## src/rtl/pipe_pkg.sv

```systemverilog
// pipe_pkg: shared definitions for the elastic pipeline stage register.
//   - pipe_state_t : occupancy state of a stage (EMPTY / ONE / TWO)
//   - *_W          : payload widths of the standard inter-stage structs
//   - *_t          : packed stage structs that callers pack into the payload
package pipe_pkg;

    typedef enum logic [1:0] {
        PS_EMPTY = 2'd0,
        PS_ONE   = 2'd1,
        PS_TWO   = 2'd2
    } pipe_state_t;

    typedef struct packed {
        logic [31:0] pc;
        logic [31:0] instr;
    } if_id_t;

    typedef struct packed {
        logic [31:0] pc;
        logic [31:0] rs1_val;
        logic [31:0] rs2_val;
        logic [31:0] imm;
    } id_ex_t;

    typedef struct packed {
        logic [31:0] alu_res;
        logic [31:0] store_val;
        logic [4:0]  rd;
        logic        mem_rd;
        logic        mem_wr;
        logic        reg_wr;
    } ex_mem_t;

    typedef struct packed {
        logic [31:0] wb_val;
        logic [4:0]  rd;
        logic        reg_wr;
    } mem_wb_t;

    localparam int unsigned IF_ID_W  = $bits(if_id_t);
    localparam int unsigned ID_EX_W  = $bits(id_ex_t);
    localparam int unsigned EX_MEM_W = $bits(ex_mem_t);
    localparam int unsigned MEM_WB_W = $bits(mem_wb_t);

endpackage

```

## src/rtl/pipe_slot.sv

```systemverilog
// pipe_slot: one storage entry of the elastic stage (payload + valid bit).
// Ports:
//   CLK, nRST  clock (rising edge) and synchronous active-low reset
//   i_load     capture i_data and mark the entry valid
//   i_clear    invalidate the entry (wins over i_load)
//   i_zero     together with i_clear, also zero the stored payload
//   i_data     payload to capture
//   o_valid    entry holds a beat
//   o_data     stored payload
module pipe_slot #(
    parameter int unsigned W = 8
) (
    input  logic         CLK,
    input  logic         nRST,
    input  logic         i_load,
    input  logic         i_clear,
    input  logic         i_zero,
    input  logic [W-1:0] i_data,
    output logic         o_valid,
    output logic [W-1:0] o_data
);

    logic         r_valid;
    logic [W-1:0] r_data;

    // NOTE: state is updated with non-blocking assignments so every flop
    // samples pre-edge values regardless of process evaluation order.
    always_ff @(posedge CLK) begin
        if (!nRST) begin
            r_valid <= 1'b0;
            // NOTE: the payload is reset as well, so out_data reads 0 after
            // reset instead of whatever the flops powered up with.
            r_data  <= '0;
        end else if (i_clear) begin
            r_valid <= 1'b0;
            if (i_zero) r_data <= '0;
        end else if (i_load) begin
            r_valid <= 1'b1;
            r_data  <= i_data;
        end
    end

    assign o_valid = r_valid;
    assign o_data  = r_data;

endmodule

```

## src/rtl/pipe_stage_elastic.sv

```systemverilog
// pipe_stage_elastic: generic pipeline stage register with valid/ready
// handshake, synchronous flush and an optional skid entry.
// Parameters:
//   PAYLOAD_W   payload width in bits
//   SKID        1 = main + skid entries, in_ready from a register
//               0 = single entry, in_ready combinational
//   FLUSH_ZERO  1 = flush also zeroes the stored payloads
// Ports:
//   CLK, nRST            clock and synchronous active-low reset
//   flush                drop every held beat (and any beat presented now)
//   in_valid/in_ready    upstream handshake, in_data payload
//   out_valid/out_ready  downstream handshake, out_data payload
//   occupancy            entries held (0..2)
module pipe_stage_elastic
    import pipe_pkg::*;
#(
    parameter int unsigned PAYLOAD_W  = 128,
    parameter bit          SKID       = 1'b1,
    parameter bit          FLUSH_ZERO = 1'b0
) (
    input  logic                 CLK,
    input  logic                 nRST,
    input  logic                 flush,
    input  logic                 in_valid,
    output logic                 in_ready,
    input  logic [PAYLOAD_W-1:0] in_data,
    output logic                 out_valid,
    input  logic                 out_ready,
    output logic [PAYLOAD_W-1:0] out_data,
    output logic [1:0]           occupancy
);

    pipe_state_t          r_state;
    pipe_state_t          w_state_nxt;
    logic                 w_accept;
    logic                 w_consume;
    logic                 w_zero;
    logic                 w_main_load;
    logic                 w_main_clear;
    logic                 w_main_valid;
    logic [PAYLOAD_W-1:0] w_main_din;
    logic [PAYLOAD_W-1:0] w_main_data;
    logic                 w_skid_valid;
    logic [PAYLOAD_W-1:0] w_skid_data;

    // A beat presented together with flush is dropped, so it never counts
    // as accepted even when in_ready is high.
    assign w_accept  = in_valid & in_ready & ~flush;
    assign w_consume = w_main_valid & out_ready;
    assign w_zero    = flush & FLUSH_ZERO;

    always_ff @(posedge CLK) begin
        if (!nRST) r_state <= PS_EMPTY;
        else       r_state <= w_state_nxt;
    end

    // NOTE: every output of this block gets a default first, so no path
    // through the case leaves a signal unassigned and no latch is inferred.
    always_comb begin
        w_state_nxt  = r_state;
        w_main_load  = 1'b0;
        w_main_clear = 1'b0;
        if (flush) begin
            w_state_nxt  = PS_EMPTY;
            w_main_clear = 1'b1;
        end else begin
            case (r_state)
                PS_EMPTY: begin
                    if (w_accept) begin
                        w_state_nxt = PS_ONE;
                        w_main_load = 1'b1;
                    end
                end
                PS_ONE: begin
                    if (w_accept && w_consume) begin
                        w_main_load = 1'b1;
                    end else if (w_accept) begin
                        // Only reachable with SKID=1; the skid slot captures.
                        w_state_nxt = PS_TWO;
                    end else if (w_consume) begin
                        w_state_nxt  = PS_EMPTY;
                        w_main_clear = 1'b1;
                    end
                end
                PS_TWO: begin
                    if (w_consume) begin
                        w_state_nxt = PS_ONE;
                        w_main_load = 1'b1;
                    end
                end
                default: begin
                    w_state_nxt  = PS_EMPTY;
                    w_main_clear = 1'b1;
                end
            endcase
        end
    end

    // In TWO the main entry refills from the skid entry, otherwise from input.
    assign w_main_din = (r_state == PS_TWO) ? w_skid_data : in_data;

    pipe_slot #(.W(PAYLOAD_W)) u_main (
        .CLK     (CLK),
        .nRST    (nRST),
        .i_load  (w_main_load),
        .i_clear (w_main_clear),
        .i_zero  (w_zero),
        .i_data  (w_main_din),
        .o_valid (w_main_valid),
        .o_data  (w_main_data)
    );

    generate
        if (SKID) begin : g_skid
            logic w_skid_load;
            logic w_skid_clear;

            assign w_skid_load  = (r_state == PS_ONE) & w_accept & ~w_consume;
            assign w_skid_clear = flush | ((r_state == PS_TWO) & w_consume);

            pipe_slot #(.W(PAYLOAD_W)) u_skid (
                .CLK     (CLK),
                .nRST    (nRST),
                .i_load  (w_skid_load),
                .i_clear (w_skid_clear),
                .i_zero  (w_zero),
                .i_data  (in_data),
                .o_valid (w_skid_valid),
                .o_data  (w_skid_data)
            );

            // Straight from a flop: no ready path from out_ready to in_ready.
            assign in_ready = ~w_skid_valid;
        end else begin : g_no_skid
            assign w_skid_valid = 1'b0;
            assign w_skid_data  = '0;
            assign in_ready     = ~w_main_valid | out_ready;
        end
    endgenerate

    assign out_valid = w_main_valid;
    assign out_data  = w_main_data;
    assign occupancy = r_state;

endmodule

```

## config.mk

```make
export PLATFORM = sky130hd
export DESIGN_NAME = pipe_stage_elastic
export DESIGN_NICKNAME = d
export VERILOG_FILES = /design/src/rtl/pipe_pkg.sv /design/src/rtl/pipe_slot.sv /design/src/rtl/pipe_stage_elastic.sv
export SDC_FILE = /design/constraint.sdc
export NUM_CORES = 1
export LEC_CHECK = 0
export ABC_AREA = 1
export CAP_MARGIN = 40
export CORE_ASPECT_RATIO = 1.4
export CORE_MARGIN = 5
export CORE_UTILIZATION = 45
export DETAILED_ROUTE_END_ITERATION = 10
export PLACE_DENSITY = 0.83
export SKIP_LAST_GASP = 1
export SLEW_MARGIN = 0
export SYNTH_ARGS = -nofsm -noshare
export SYNTH_HDL_FRONTEND = slang
export SYNTH_SLANG_ARGS = --single-unit
```

## constraint.sdc

```tcl
create_clock -name CLK -period 1.5 [get_ports CLK]
set_input_delay 0.3 -clock CLK [delete_from_list [all_inputs] [get_ports CLK]]
set_output_delay 0.3 -clock CLK [all_outputs]
set_load 0.01 [all_outputs]
```

==> metrics <==
Root Driver=clkbuf_16; Period minus WS final=1.565 ns; global-route wire length before repair=53.52 mm; number of flops mapped to enable cells by yosys=0; asr flop ratio synth=0; largest net degree at the start of global routing=84; max_slew headroom=0.7334; Slew Limit Fails=0; Seq cells post-synth=260; DRT antenna net count=0; Final Hold Viols=0; CTS buffer count=25; dominant synthesized flop cell=dfxtp_1; failing checks=negative setup slack; wl on met1=13.50 mm; adder-cell area share of the yosys netlist=0; cell mode on critical path=clkbuf_16; CTS tree=built; pwr dens=992.5 mW/mm^2; met2 wire len=17.90 mm; die width=140.6 microns; number of I/O port buffers=264; commonest cells in the netlist=nand2_1, dfxtp_1, nor2_1, a21oi_1, o21ai_0; hold worst-path end=g_skid.u_skid.o_data[111]; Routed met3 length=2.678 mm; IO Count=265; clock-pin slew on the worst setup and hold paths=0.06 ns; core box area=0.02372 sq mm; Worst Reg2Reg Path Length in Cells=9; post-synthesis mux area share=0; 1st-pass router iterations=5; htree depth=1; Worst Setup Start Kind=flop; Syn Area/Cell=6.980 sq um; Compound-Gate Fraction of Synth Area=0.1559; Setup Skew=0.01687 ns; die height=192.9 microns; Via density=5.372; sequential area share after synthesis=0.4842; routed via count=11350; CTS Sinks=260; antenna violations before repair=3; setup tns final=-0.1038 ns; Pwr Total=15.12 mW; slew at the pin closest to its max-slew limit=0.3999 ns; Die ar.=0.02712 sq mm; Final HPWL DP=21.69 mm; synth warn=0; CP Data Required Time=1.93 ns; WP buf/inv=5; Mapped Nets=1673; Longest Clk Path Bufs=3; hold path startpoint=nRST; DR DRC count=0; CP top delay family=buffers and inverters; WL/cell=17.04 microns; GRT Util Overall=0.2382; status=finished with violations; Cell Area, Synth=0.01075 sq mm; Starting Density=0.4531; main combinational cell family by area after synthesis=simple AND/OR/NAND/NOR gates; Crit path arrival time=2.00 ns; Crit Path Max Fanout=9; Peak supply drop=0.0007905 V; Syn Inst Count=1540; worst min path class=primary input to flop; number of global-route vias before repair=10726; Area Growth Syn to Fin=41.78%; post-synth top area share=0.4842; Placement Setup Slack=-0.5191 ns; FF-to-FF End=u_main.o_data[33]; row count=67; total grt overflow=0; Synth Area in XOR/XNOR=0; layout net count=1916; Final Worst Setup Slack=-0.06464 ns; RSZ-0062 raised after global routing=yes; Hold Path Depth=3; Yosys cell types=18; most numerous cell in the Yosys netlist=nand2_1; MaxCap Viol Count=0; Setup CP Type=flop to flop; highest metal used=met4; R2R setup slack=-0.06 ns; fmax=639.1 MHz; Slowest-stage cell, CP=dfxtp_2; Post-Synth Simple-Gate Area=0.2876; routability cong.=0.8537; crit end category=flop; Finished Layout Cells=2113; DRT iter0 DRCs=820; FF-to-FF Start=occupancy[0]; count of final setup violators=6; part of the cycle the worst path needs=1.043; layout cell share with drive strength beyond 1=0.08778; latest clock arrival within the worst-skew pair=0.51 ns; cell breakdown of the critical path=inv_4 > buf_6 > o21ai_4 > nor2_4 > buf_12 > clkbuf_16 > clkbuf_16 > nand3_1 > a21oi_1; Post-Place Cells=2036; Post-Route WL=36.01 mm; slowest cell delay on critical path=0.33 ns; Static Leak=6.404 nW; Synth area leaders=dfxtp_1, nand2_1, a21oi_1; top cell type by total area after synthesis=dfxtp_1
[state kept, by name, summed over array words and instances (netlist names)]
register and flops:
u_main.o_valid 1, u_main.o_data 128, occupancy 2, g_skid.u_skid.o_valid 1, g_skid.u_skid.o_data 128
[power breakdown]
group          total, mW  internal, mW  switching, mW
Sequential          7.17          7.08         0.0969
Clock               6.06          3.42           2.63
Combinational       1.89         0.957          0.935
Total               15.1          11.5           3.67
[layout by cell type, fill, tap and decap left out, drive strengths merged]
cell | netlist | final
buf | 73 | 67
a21oi | 165 | 165
o21ai | 166 | 166
nor2 | 193 | 193
o211ai | 1 | 1
nand3 | 135 | 135
clkinv | 1 | 5
dlygate4sd2 | 0 | 104
diode | 0 | 3
clkdlybuf4s50 | 0 | 131
clkinvlp | 0 | 1
inv | 42 | 43
clkbuf | 53 | 55
a21boi | 1 | 1
clkdlybuf4s15 | 0 | 23
nand2 | 450 | 450
dfxtp | 260 | 260
[timing repair]
action,in CTS,in global routing
setup buffers,3,7
gates cloned,3,17
gates resized for setup,159,78
endpoints found under the setup margin,348,259
pin swaps,0,8
hold buffers,0,0
[metrics by stage]
| step | util | hold WS [ns] | instance area (sq um) |
|---|---|---|---|
| floorplan | - | 0.4245 | 10750 |
| global placement | 0.5828 | 0.4317 | 13830 |
| detailed placement | 0.5828 | 0.4376 | 13830 |
| CTS | 0.6156 | 0.1659 | 14610 |
| global route | 0.6424 | 0.1845 | 15240 |
| finish | 0.6424 | 0.1889 | 15240 |
[worst register-to-register path, delay by kind of cell (launching register included)]
family / cells / cell delay, ns
AOI/OAI and AO/OA: 2 / 0.25
and+or+nand+nor: 2 / 0.21
DFF: 1 / 0.33
buffers and inverters: 5 / 0.70
[worst max path at each step]
| stage | end | startpoint | cells past startpoint |
|---|---|---|---|
| after floorplan | u_main.o_data[92] | occupancy[1] | 7 |
| after global placement | u_main.o_data[77] | out_ready | 9 |
| after detailed placement | g_skid.u_skid.o_data[21] | in_valid | 8 |
| after CTS | occupancy[1] | occupancy[1] | 1 |
| after global routing | u_main.o_data[33] | occupancy[0] | 9 |
| final | u_main.o_data[33] | occupancy[0] | 9 |
[metal layers]
metal	global-route usage	vias to the layer above
met3	0.04487	133
met2	0.4110	519
met1	0.2798	5230
li1	-	5468
met5	0	-
met4	0.1271	0
[cell families after synthesis]
group | after synthesis
DFF | 260
buffers and inverters | 169
AOI/OAI and AO/OA | 333
and+or+nand+nor | 778
[final cells by class]
| type | count | area (sq um) |
|---|---|---|
| fillers | 1991 | 8484 |
| multi-input cells | 1111 | 4897 |
| diodes | 3 | 7.507 |
| clock buffers | 38 | 744.5 |
| flip-flops and latches | 260 | 5215 |
| repair buffers | 342 | 3767 |
| clock inverters | 6 | 43.79 |
| well taps | 310 | 387.9 |
| inverters | 43 | 176.4 |
Note: power is estimated with default switching activity, not from simulation.
